[src/rtl/display_scan_ctrl_if.sv]
// display_scan_ctrl_if: bus between the adder result registers and the display scanner.
//   ratio      requested clocks per digit slot
//   ratio_load 1-cycle pulse; captures ratio into the pending register
//   digitos    hex value per digit, digit k = digitos[4k+3:4k]
//   habilita   per-digit enable
//   anodos     active-low digit select, at most one bit low
//   segmentos  active-low segments {g,f,e,d,c,b,a}
//   tick       1-cycle pulse on the last clock of each digit slot
//   sel        index of the digit currently owning the segment bus
// master = producer of digit data (and consumer of display pins); slave = scanner.
interface display_scan_ctrl_if #(
   parameter int unsigned NUM_DIG = 4
);
   localparam int unsigned SEL_W = $clog2(NUM_DIG);

   logic [31:0]          ratio;
   logic                 ratio_load;
   logic [4*NUM_DIG-1:0] digitos;
   logic [NUM_DIG-1:0]   habilita;
   logic [NUM_DIG-1:0]   anodos;
   logic [6:0]           segmentos;
   logic                 tick;
   logic [SEL_W-1:0]     sel;

   modport master (
      output ratio, ratio_load, digitos, habilita,
      input  anodos, segmentos, tick, sel
   );

   modport slave (
      input  ratio, ratio_load, digitos, habilita,
      output anodos, segmentos, tick, sel
   );
endinterface

[src/rtl/display_scan_ctrl.sv]
// display_scan_ctrl: time-multiplexes NUM_DIG hex digits onto one active-low 7-segment bus.
// Each slot is ratio_act clocks: BLANK_CYC clocks with all anodes off, then the digit shown.
// Enabled digits are served round-robin; a new ratio is applied only at a slot boundary.
// Ports:
//   entrada     system clock (posedge)
//   reinicio_n  synchronous active-low reset
//   bus         display_scan_ctrl_if.slave (ratio/ratio_load/digitos/habilita in,
//               anodos/segmentos/tick/sel out)
// Optional build macro: DISPLAY_LZ_BLANK_EN - blank leading zero digits (digit 0 always shown).
module display_scan_ctrl #(
   parameter int unsigned NUM_DIG       = 4,
   parameter int unsigned DEFAULT_RATIO = 50000,
   parameter int unsigned BLANK_CYC     = 4
) (
   input logic                entrada,
   input logic                reinicio_n,
   display_scan_ctrl_if.slave bus
);
   localparam int unsigned SEL_W     = $clog2(NUM_DIG);
   localparam logic [31:0] MIN_RATIO = 32'(BLANK_CYC + 1);
   localparam logic [31:0] BLANK_END = 32'(BLANK_CYC - 1);

   localparam logic [1:0] S_IDLE  = 2'd0;
   localparam logic [1:0] S_BLANK = 2'd1;
   localparam logic [1:0] S_SHOW  = 2'd2;

   logic [1:0]         r_state;
   logic [31:0]        r_cuenta;
   logic [31:0]        r_ratio_act;
   logic [31:0]        r_ratio_pend;
   logic               r_pend_valid;
   logic [SEL_W-1:0]   r_sel;
   logic [NUM_DIG-1:0] r_anodos;
   logic [6:0]         r_segmentos;

   logic [31:0]        w_load_val;
   logic               w_tick;
   logic               w_apply;
   logic               w_any;
   logic [SEL_W-1:0]   w_first;
   logic [SEL_W-1:0]   w_next;
   logic [3:0]         w_dig;
   logic               w_blank;

   function automatic logic [6:0] f_hex7(input logic [3:0] v);
      case (v)
         4'h0: f_hex7 = 7'h40;
         4'h1: f_hex7 = 7'h79;
         4'h2: f_hex7 = 7'h24;
         4'h3: f_hex7 = 7'h30;
         4'h4: f_hex7 = 7'h19;
         4'h5: f_hex7 = 7'h12;
         4'h6: f_hex7 = 7'h02;
         4'h7: f_hex7 = 7'h78;
         4'h8: f_hex7 = 7'h00;
         4'h9: f_hex7 = 7'h10;
         4'hA: f_hex7 = 7'h08;
         4'hB: f_hex7 = 7'h03;
         4'hC: f_hex7 = 7'h46;
         4'hD: f_hex7 = 7'h21;
         4'hE: f_hex7 = 7'h06;
         default: f_hex7 = 7'h0E;
      endcase
   endfunction

   // Ratios at or below the blank window would leave no show time (this also covers 0 and 1).
   assign w_load_val = (bus.ratio <= 32'(BLANK_CYC)) ? MIN_RATIO : bus.ratio;

   // The last slot clock always falls in S_SHOW since ratio_act > BLANK_CYC.
   assign w_tick  = (r_state == S_SHOW) && (r_cuenta == r_ratio_act - 32'd1);
   assign w_apply = r_pend_valid && (w_tick || (r_state == S_IDLE));
   assign w_any   = |bus.habilita;
   assign w_dig   = bus.digitos[4*r_sel +: 4];

   // w_first: lowest enabled index. w_next: first enabled index after r_sel, wrapping;
   // falls back to r_sel when it is the only enabled digit.
   always_comb begin
      int unsigned v_idx;
      w_first = '0;
      w_next  = r_sel;
      v_idx   = 0;
      for (int i = NUM_DIG - 1; i >= 0; i--) begin
         if (bus.habilita[i]) w_first = SEL_W'(i);
      end
      for (int k = NUM_DIG - 1; k >= 1; k--) begin
         v_idx = (int'(r_sel) + k) % NUM_DIG;
         if (bus.habilita[v_idx]) w_next = SEL_W'(v_idx);
      end
   end

`ifdef DISPLAY_LZ_BLANK_EN
   // Blank digit sel>0 when it and every higher enabled digit are zero.
   always_comb begin
      logic v_lead;
      v_lead = 1'b1;
      for (int j = NUM_DIG - 1; j > 0; j--) begin
         if ((j > int'(r_sel)) && bus.habilita[j] && (bus.digitos[4*j +: 4] != 4'h0)) begin
            v_lead = 1'b0;
         end
      end
      w_blank = (r_sel != '0) && (w_dig == 4'h0) && v_lead;
   end
`else
   assign w_blank = 1'b0;
`endif

   always_ff @(posedge entrada) begin
      if (!reinicio_n) begin
         r_state      <= S_IDLE;
         r_cuenta     <= '0;
         r_ratio_act  <= 32'(DEFAULT_RATIO);
         r_ratio_pend <= 32'(DEFAULT_RATIO);
         r_pend_valid <= 1'b0;
         r_sel        <= '0;
         r_anodos     <= '1;
         r_segmentos  <= 7'h7F;
      end else begin
         // A load coinciding with the apply point stays pending for the next boundary.
         if (bus.ratio_load) begin
            r_ratio_pend <= w_load_val;
            r_pend_valid <= 1'b1;
         end else if (w_apply) begin
            r_pend_valid <= 1'b0;
         end
         if (w_apply) r_ratio_act <= r_ratio_pend;

         case (r_state)
            S_IDLE: begin
               r_cuenta <= '0;
               if (w_any) begin
                  r_state <= S_BLANK;
                  r_sel   <= w_first;
               end
            end
            S_BLANK: begin
               r_cuenta <= r_cuenta + 32'd1;
               if (r_cuenta == BLANK_END) begin
                  r_state <= S_SHOW;
                  if (w_blank) begin
                     r_segmentos <= 7'h7F;
                  end else begin
                     r_segmentos <= f_hex7(w_dig);
                     r_anodos    <= ~(NUM_DIG'(1) << r_sel);
                  end
               end
            end
            S_SHOW: begin
               if (w_tick) begin
                  r_cuenta <= '0;
                  // Segments are left as-is so they never move together with the anodes here.
                  r_anodos <= '1;
                  if (w_any) begin
                     r_state <= S_BLANK;
                     r_sel   <= w_next;
                  end else begin
                     r_state <= S_IDLE;
                  end
               end else begin
                  r_cuenta <= r_cuenta + 32'd1;
               end
            end
            default: r_state <= S_IDLE;
         endcase
      end
   end

   assign bus.anodos    = r_anodos;
   assign bus.segmentos = r_segmentos;
   assign bus.tick      = w_tick;
   assign bus.sel       = r_sel;
endmodule
[src/flat_wrapper.sv]
// flat-port wrapper written by rule: the top's interface ports become plain ports
module display_scan_ctrl_flat 
#(
   parameter int unsigned NUM_DIG       = 4,
   parameter int unsigned DEFAULT_RATIO = 50000,
   parameter int unsigned BLANK_CYC     = 4
)
  (entrada, reinicio_n, bus_ratio, bus_ratio_load, bus_digitos, bus_habilita, bus_anodos, bus_segmentos, bus_tick, bus_sel);
  display_scan_ctrl_if #(.NUM_DIG(NUM_DIG)) bus_i ();
  input logic entrada;
  input logic reinicio_n;
  input wire logic [$bits(bus_i.ratio)-1:0] bus_ratio;
  input wire logic [$bits(bus_i.ratio_load)-1:0] bus_ratio_load;
  input wire logic [$bits(bus_i.digitos)-1:0] bus_digitos;
  input wire logic [$bits(bus_i.habilita)-1:0] bus_habilita;
  output wire logic [$bits(bus_i.anodos)-1:0] bus_anodos;
  output wire logic [$bits(bus_i.segmentos)-1:0] bus_segmentos;
  output wire logic [$bits(bus_i.tick)-1:0] bus_tick;
  output wire logic [$bits(bus_i.sel)-1:0] bus_sel;
  assign bus_i.ratio = bus_ratio;
  assign bus_i.ratio_load = bus_ratio_load;
  assign bus_i.digitos = bus_digitos;
  assign bus_i.habilita = bus_habilita;
  assign bus_anodos = bus_i.anodos;
  assign bus_segmentos = bus_i.segmentos;
  assign bus_tick = bus_i.tick;
  assign bus_sel = bus_i.sel;
  display_scan_ctrl #(.NUM_DIG(NUM_DIG), .DEFAULT_RATIO(DEFAULT_RATIO), .BLANK_CYC(BLANK_CYC)) u_core (.entrada(entrada), .reinicio_n(reinicio_n), .bus(bus_i));
endmodule
[config.mk]
export PLATFORM = sky130hd
export DESIGN_NAME = display_scan_ctrl_flat
export DESIGN_NICKNAME = d
export VERILOG_FILES = /design/src/rtl/display_scan_ctrl_if.sv /design/src/rtl/display_scan_ctrl.sv /design/src/flat_wrapper.sv
export SDC_FILE = /design/constraint.sdc
export NUM_CORES = 1
export LEC_CHECK = 0
export ABC_AREA = 1
export CAP_MARGIN = 30
export CORE_MARGIN = 1.5
export CORE_UTILIZATION = 50
export DETAILED_ROUTE_END_ITERATION = 7
export PLACE_DENSITY = 0.71
export SLEW_MARGIN = 40
export SYNTH_ARGS = -nofsm -noshare
export SYNTH_HDL_FRONTEND = slang
export SYNTH_SLANG_ARGS = --single-unit
[constraint.sdc]
create_clock -name entrada -period 2.7 [get_ports entrada]
set_input_delay 0.81 -clock entrada [delete_from_list [all_inputs] [get_ports entrada]]
set_output_delay 0.81 -clock entrada [all_outputs]
set_load 0.03 [all_outputs]
# --- Yosys cells after proc, flatten, opt, wreduce, memory -nomap -nowiden ---
# Memory sizes are Yosys's and may differ from the RTL's. A register that Yosys moved wholly into a read port is not among the register bits.
# Index checks and enable logic that the tools add are counted.
op_classes:
  order_cmp: 4
  shift: 2
  mux: 30
  bitwise_logic: 1
  add_sub_neg: 5
  reduce_logical: 14
  n_eq_ne: 9
ops:
  columns: ["op", "count"]
  rows:
  - ["$pmux 32 s3", 1]
  - ["$mux 32", 2]
  - ["$add 32x1->32 const B", 1]
  - ["$eq 32x2->1 const B", 1]
  - ["$eq 32x32->1", 1]
  - ["$le 32x3->1 const B", 1]
  - ["$sub 32x1->32 const B", 1]
  - ["$mux 2", 13]
  - ["$shiftx 16x5->4", 1]
  - ["$lt 2x3->1 const B", 3]
  - ["$mux 4", 2]
  - ["$ne 2x1->1 const B", 4]
  - ["$pmux 4 s2", 1]
  - ["$bmux 1 s2", 3]
  - ["$mux 1", 6]
  - ["$pmux 2 s3", 1]
  - ["$reduce_and 3->1", 2]
  - ["$reduce_bool 2->1", 3]
  - ["$reduce_and 5->1", 1]
  - ["$add 2x2->2 const B", 2]
  - ["$ne 4x4->1 const B", 1]
  - ["$not 4->4", 1]
  - ["$pmux 2 s2", 1]
  - ["$reduce_or 4->1", 1]
  - ["other kinds (10)", 11]
word_totals:
  mem_bits_ro: 112
  register_bits: 105
  memories: 1
  output_inout_bits: 14
mem_list:
  columns: ["name", "words", "width", "rd", "rd_ports_with_merged_regs", "write_ports", "line_no", "text"]
  rows:
  - ["(no name shown)", 16, 7, 1, 1, 0, "display_scan_ctrl.sv:46", "case (v)"]

# --- Longest topological paths before layout ---
logic_depth:
  depth_word: 9
  ltp_mapped: 20
  ltp_nobuf: 19

# --- Worst setup path after synthesis ---
# Ideal clock, no wire load.
synth_timing:
  path_type: "reg2out"
  from: "register u_core.r_ratio_act[0]"
  to: "output port bus_tick"
  stages_incl_launch_ff: 15
  arrival_time_ns: 1.759
  n_path_buf: 1
  required_ns: 1.890
  setup_slack_ns: 0.131
  cell_sequence: "dfxtp_1 > inv_1 > ha_1 > nand2_2 > nor2_4 > buf_6 > nand2_1 > nand2_1 > nand2_1 > nand2_1 > nor2_1 > nand4_1 > nor2_2 > nand3_2 > inv_1"
synth_via:
  elab_chain_cells: 3
synth_lines:
  columns: ["element", "line_no", "text"]
  rows:
  - ["from (decl)", "display_scan_ctrl.sv:29", "logic [31:0] r_ratio_act;"]
  - ["from (signal assigned)", "display_scan_ctrl.sv:111", "r_ratio_act <= 32'(DEFAULT_RATIO);"]
  - ["from (signal assigned)", "display_scan_ctrl.sv:125", "if (w_apply) r_ratio_act <= r_ratio_pend;"]
  - ["$sub 32x1->32", "display_scan_ctrl.sv:70", "assign w_tick = (r_state == S_SHOW) && (r_cuenta == r_ratio_act - 32'd1);"]
  - ["$eq 32x32->1", "display_scan_ctrl.sv:70", null]
  - ["$logic_and 1x1->1", "display_scan_ctrl.sv:70", null]
  - ["to (decl)", "flat_wrapper.sv:18", "output wire logic [$bits(bus_i.tick)-1:0] bus_tick;"]
# Every way passes these cells.

# --- Worst setup path after layout ---
layout_timing:
  from: "register u_core.r_ratio_act[1]"
  to: "output port bus_tick"
# The elaborated chain is that of the path after synthesis.

==> summary.txt <==
Detailed routing
  – Drt initial violations: 485
  – Drt total wl: 21,700 µm
  – Residual DRC: 0
  – Vias per cell: 5.22
  – Via count: 8,077
  – Antenna viol nets, final: 0
  – Initial DRT Pass Iterations: 5
  – DR WL/cell: 14.0 µm

Worst hold path
  – Worst Hold Class: flip-flop to flip-flop
  – Hold_sp: u_core.bus.segmentos[4]

Final layout
  – Most frequent cells in the layout: nand2_1, inv_1, nor2_1, nand3_1, dfxtp_1
  – Post-layout nets: 1,426
  – Fill count: 1,428
  – Register area: 0.00225 mm²
  – Area Overhead vs Synth: 23.7%
  – Multi-input gate area: 0.00474 mm²
  – Layout cells sized above 1: 13.0%
  – Ant. Diodes: 0
  – Commonest non-fill, non-tap cell in the layout: nand2_1

Synth
  – Syn Std Cell Area: 0.00776 mm²
  – Ys async rst share: 0%
  – Yosys warns: 0
  – Avg Cell Area, Syn: 6.19 µm²
  – Top post-synthesis cells by area: dfxtp_1, nand2_1, nand3_1
  – Post-synth top flop: dfxtp_1
  – Leading area contributor after synthesis: dfxtp_1
  – Post-Synthesis Cells: 1,253
  – Synthesized flop and latch total: 112
  – Seq/Total Area, Yosys: 28.9%
  – Post-synthesis net count: 1,325
  – Netlist cell types: 43
  – Synth top area share: 28.9%
  – EDFF count, synth: 0

Power
  – Pwr dens: 717 mW/mm²
  – Leakage: 4.33 nW
  – VDD IR max: 0.428 mV

Clocking
  – Clock Latency Late Sink: 380 ps
  – CTS buffer count: 9
  – CTS Root Cell: clkbuf_16
  – Sink Count: 112
  – CTS Buffer Depth: 2
  – CTS HTree Levels: 3
  – Cts hold-fix bufs: 0
  – CTS tree: done
  – Clk slew on worst S/H paths: 80 ps

Placed design
  – Port-buffer cells: 68
  – Hpwl dp: 15,900 µm
  – Post-Place Setup Slack: -117 ps
  – Placer Congestion: 0.909

Timing
  – Slew Viols, Final: 0
  – RSZ-0062 raised after global routing: yes
  – Crit path time final: 3120 ps
  – Hold Worst Slack: 458 ps
  – Final period util: 115%
  – Setup TNS: -417 ps
  – Clk_skew: 8.69 ps
  – Highest clock rate: 0.321 GHz
  – Fin. Hold Viols: 0
  – Setup ws final: -417 ps
  – Rel. slew slack: 58.0%
  – Worst slew pin tran: 630 ps
  – Setup-failing EPs final: 1

Critical path
  – Worst Path Max Fanout: 4
  – Critical path type: flip-flop to output port
  – Crit start category: flip-flop
  – Crit. End Element: output port
  – Critical path arrival: 2310 ps
  – Crit. Startpoint: u_core.r_ratio_act[1]
  – CP required: 1890 ps
  – Reg2reg start: u_core.r_ratio_act[1]

Die
  – Die ar.: 0.0163 mm²
  – Initial Util: 51.0%
  – Die X: 128 µm
  – Placement row count: 45
  – Top Ports: 69
  – Core box area: 0.0152 mm²
  – Die Ht: 128 µm

Global route
  – Gr ovfl total: 0
  – Vias in the first global route: 7,137
  – Total track usage: 26.8%
  – Initial antenna violation count: 0
  – Global-route wire length before repair: 34,900 µm
  – Largest net degree at the start of global routing: 65

Outcome
  – Failing checks: negative setup slack
  – Status: finished, violations left

Flow run
  – # Max-Cap Violations: 0
-- area by class of cell --
class | count | share of cell area [%]
clock buffer | 10 | 2.38
clock inverter | 6 | 0.639
inverter | 157 | 6.14
multi-input combinational | 914 | 49.4
sequential | 112 | 23.5
tap | 188 | 2.45
timing repair buffer | 160 | 15.5
-- repair_timing --
action | in CTS | in global routing
resized for setup | 23 | 32
setup buffers | 6 | 2
endpoints found under the hold margin | 0 | 0
setup endpoints to repair | 1 | 41
pin swaps | 10 | 10
gates cloned | 2 | 5
-- stage by stage --
step                power, mW  instance area, µm²  util, %  instances
floorplan                4.17                7760        -       1253
global placement         5.03                8940     58.8       1517
detailed placement       5.05                8940     58.8       1517
CTS                      6.48                9360     61.6       1541
global route             7.38                9600     63.2       1547
finish                   6.88                9600     63.2       1547
-- report_power, final --
part / switching (mW) / internal (mW) / total (mW)
Clock: 0.707 / 0.652 / 1.36
Combinational: 2.03 / 1.44 / 3.47
Sequential: 0.212 / 1.84 / 2.05
Total: 2.95 / 3.94 / 6.88
-- final timing paths --
| check | slack, ps | to | cells past startpoint |
|---|---|---|---|
| max | -420 | bus_tick | 16 |
| min | 460 | u_core.bus.segmentos[4] | 2 |
| max reg2reg | 180 | u_core.r_ratio_act[0] | 20 |
| min reg2reg | 460 | u_core.bus.segmentos[4] | 2 |
-- state kept, by name, indices dropped and copies added (netlist names) --
signal and count:
u_core.bus.segmentos 7, u_core.bus.anodos 4, u_core.r_cuenta 32, u_core.r_pend_valid 1, u_core.bus.sel 2, u_core.r_ratio_act 32
u_core.r_state 2, u_core.r_ratio_pend 32
-- per-layer routing --
layer	track usage, %	part of all wire [%]
met4	7.40	2.5
met2	43.1	45
met1	36.9	47
met5	0	0
met3	4.86	5.3
-- critical path, stage by stage, from the launching register on --
cell and delay (ps):
dfxtp_4 370, inv_2 50, ha_4 160, nand2_4 100, buf_12 110, nor2_2 50, buf_4 140, nand2_1 80
nand2_1 50, nand2_1 90, nand2_1 70, nor2_1 80, nand4_1 100, nor2_2 180, nand3_2 110, inv_2 70
buf_6 120
-- cells in the mapped netlist (2+ instances only) --
library cell / instances
nand3_1: 119
a21oi_1: 89
buf_6: 7
xor2_1: 39
o21ai_0: 35
o21bai_1: 5
buf_2: 10
a31oi_1: 3
nand3b_1: 7
nand2_1: 300
buf_1: 10
a221oi_1: 2
dfxtp_1: 112
xnor2_1: 13
clkbuf_1: 42
a32oi_1: 3
nand2_2: 9
a211oi_1: 13
a21oi_2: 4
and2_1: 2
nand4_1: 32
buf_4: 2
inv_1: 155
o21ai_1: 4
nor2_2: 7
o211ai_1: 3
nor4_1: 22
or2_2: 3
nor2_4: 4
nor3b_1: 2
ha_1: 17
nor3_1: 14
nor2_1: 154
-- cells by family (layout without fill, tap and decap cells) --
| logic type | after synthesis | in the layout | share of synthesized area [%] |
|---|---|---|---|
| AOI/OAI and AO/OA | 165 | 165 | 11.9 |
| and+or+nand+nor | 677 | 680 | 38.3 |
| DFF | 112 | 112 | 28.9 |
| adders and majority gates | 17 | 17 | 2.74 |
| buffers and inverters | 230 | 333 | 12.2 |
| xor gates and xnor gates | 52 | 52 | 5.87 |
(Power assumes the default switching activity.)
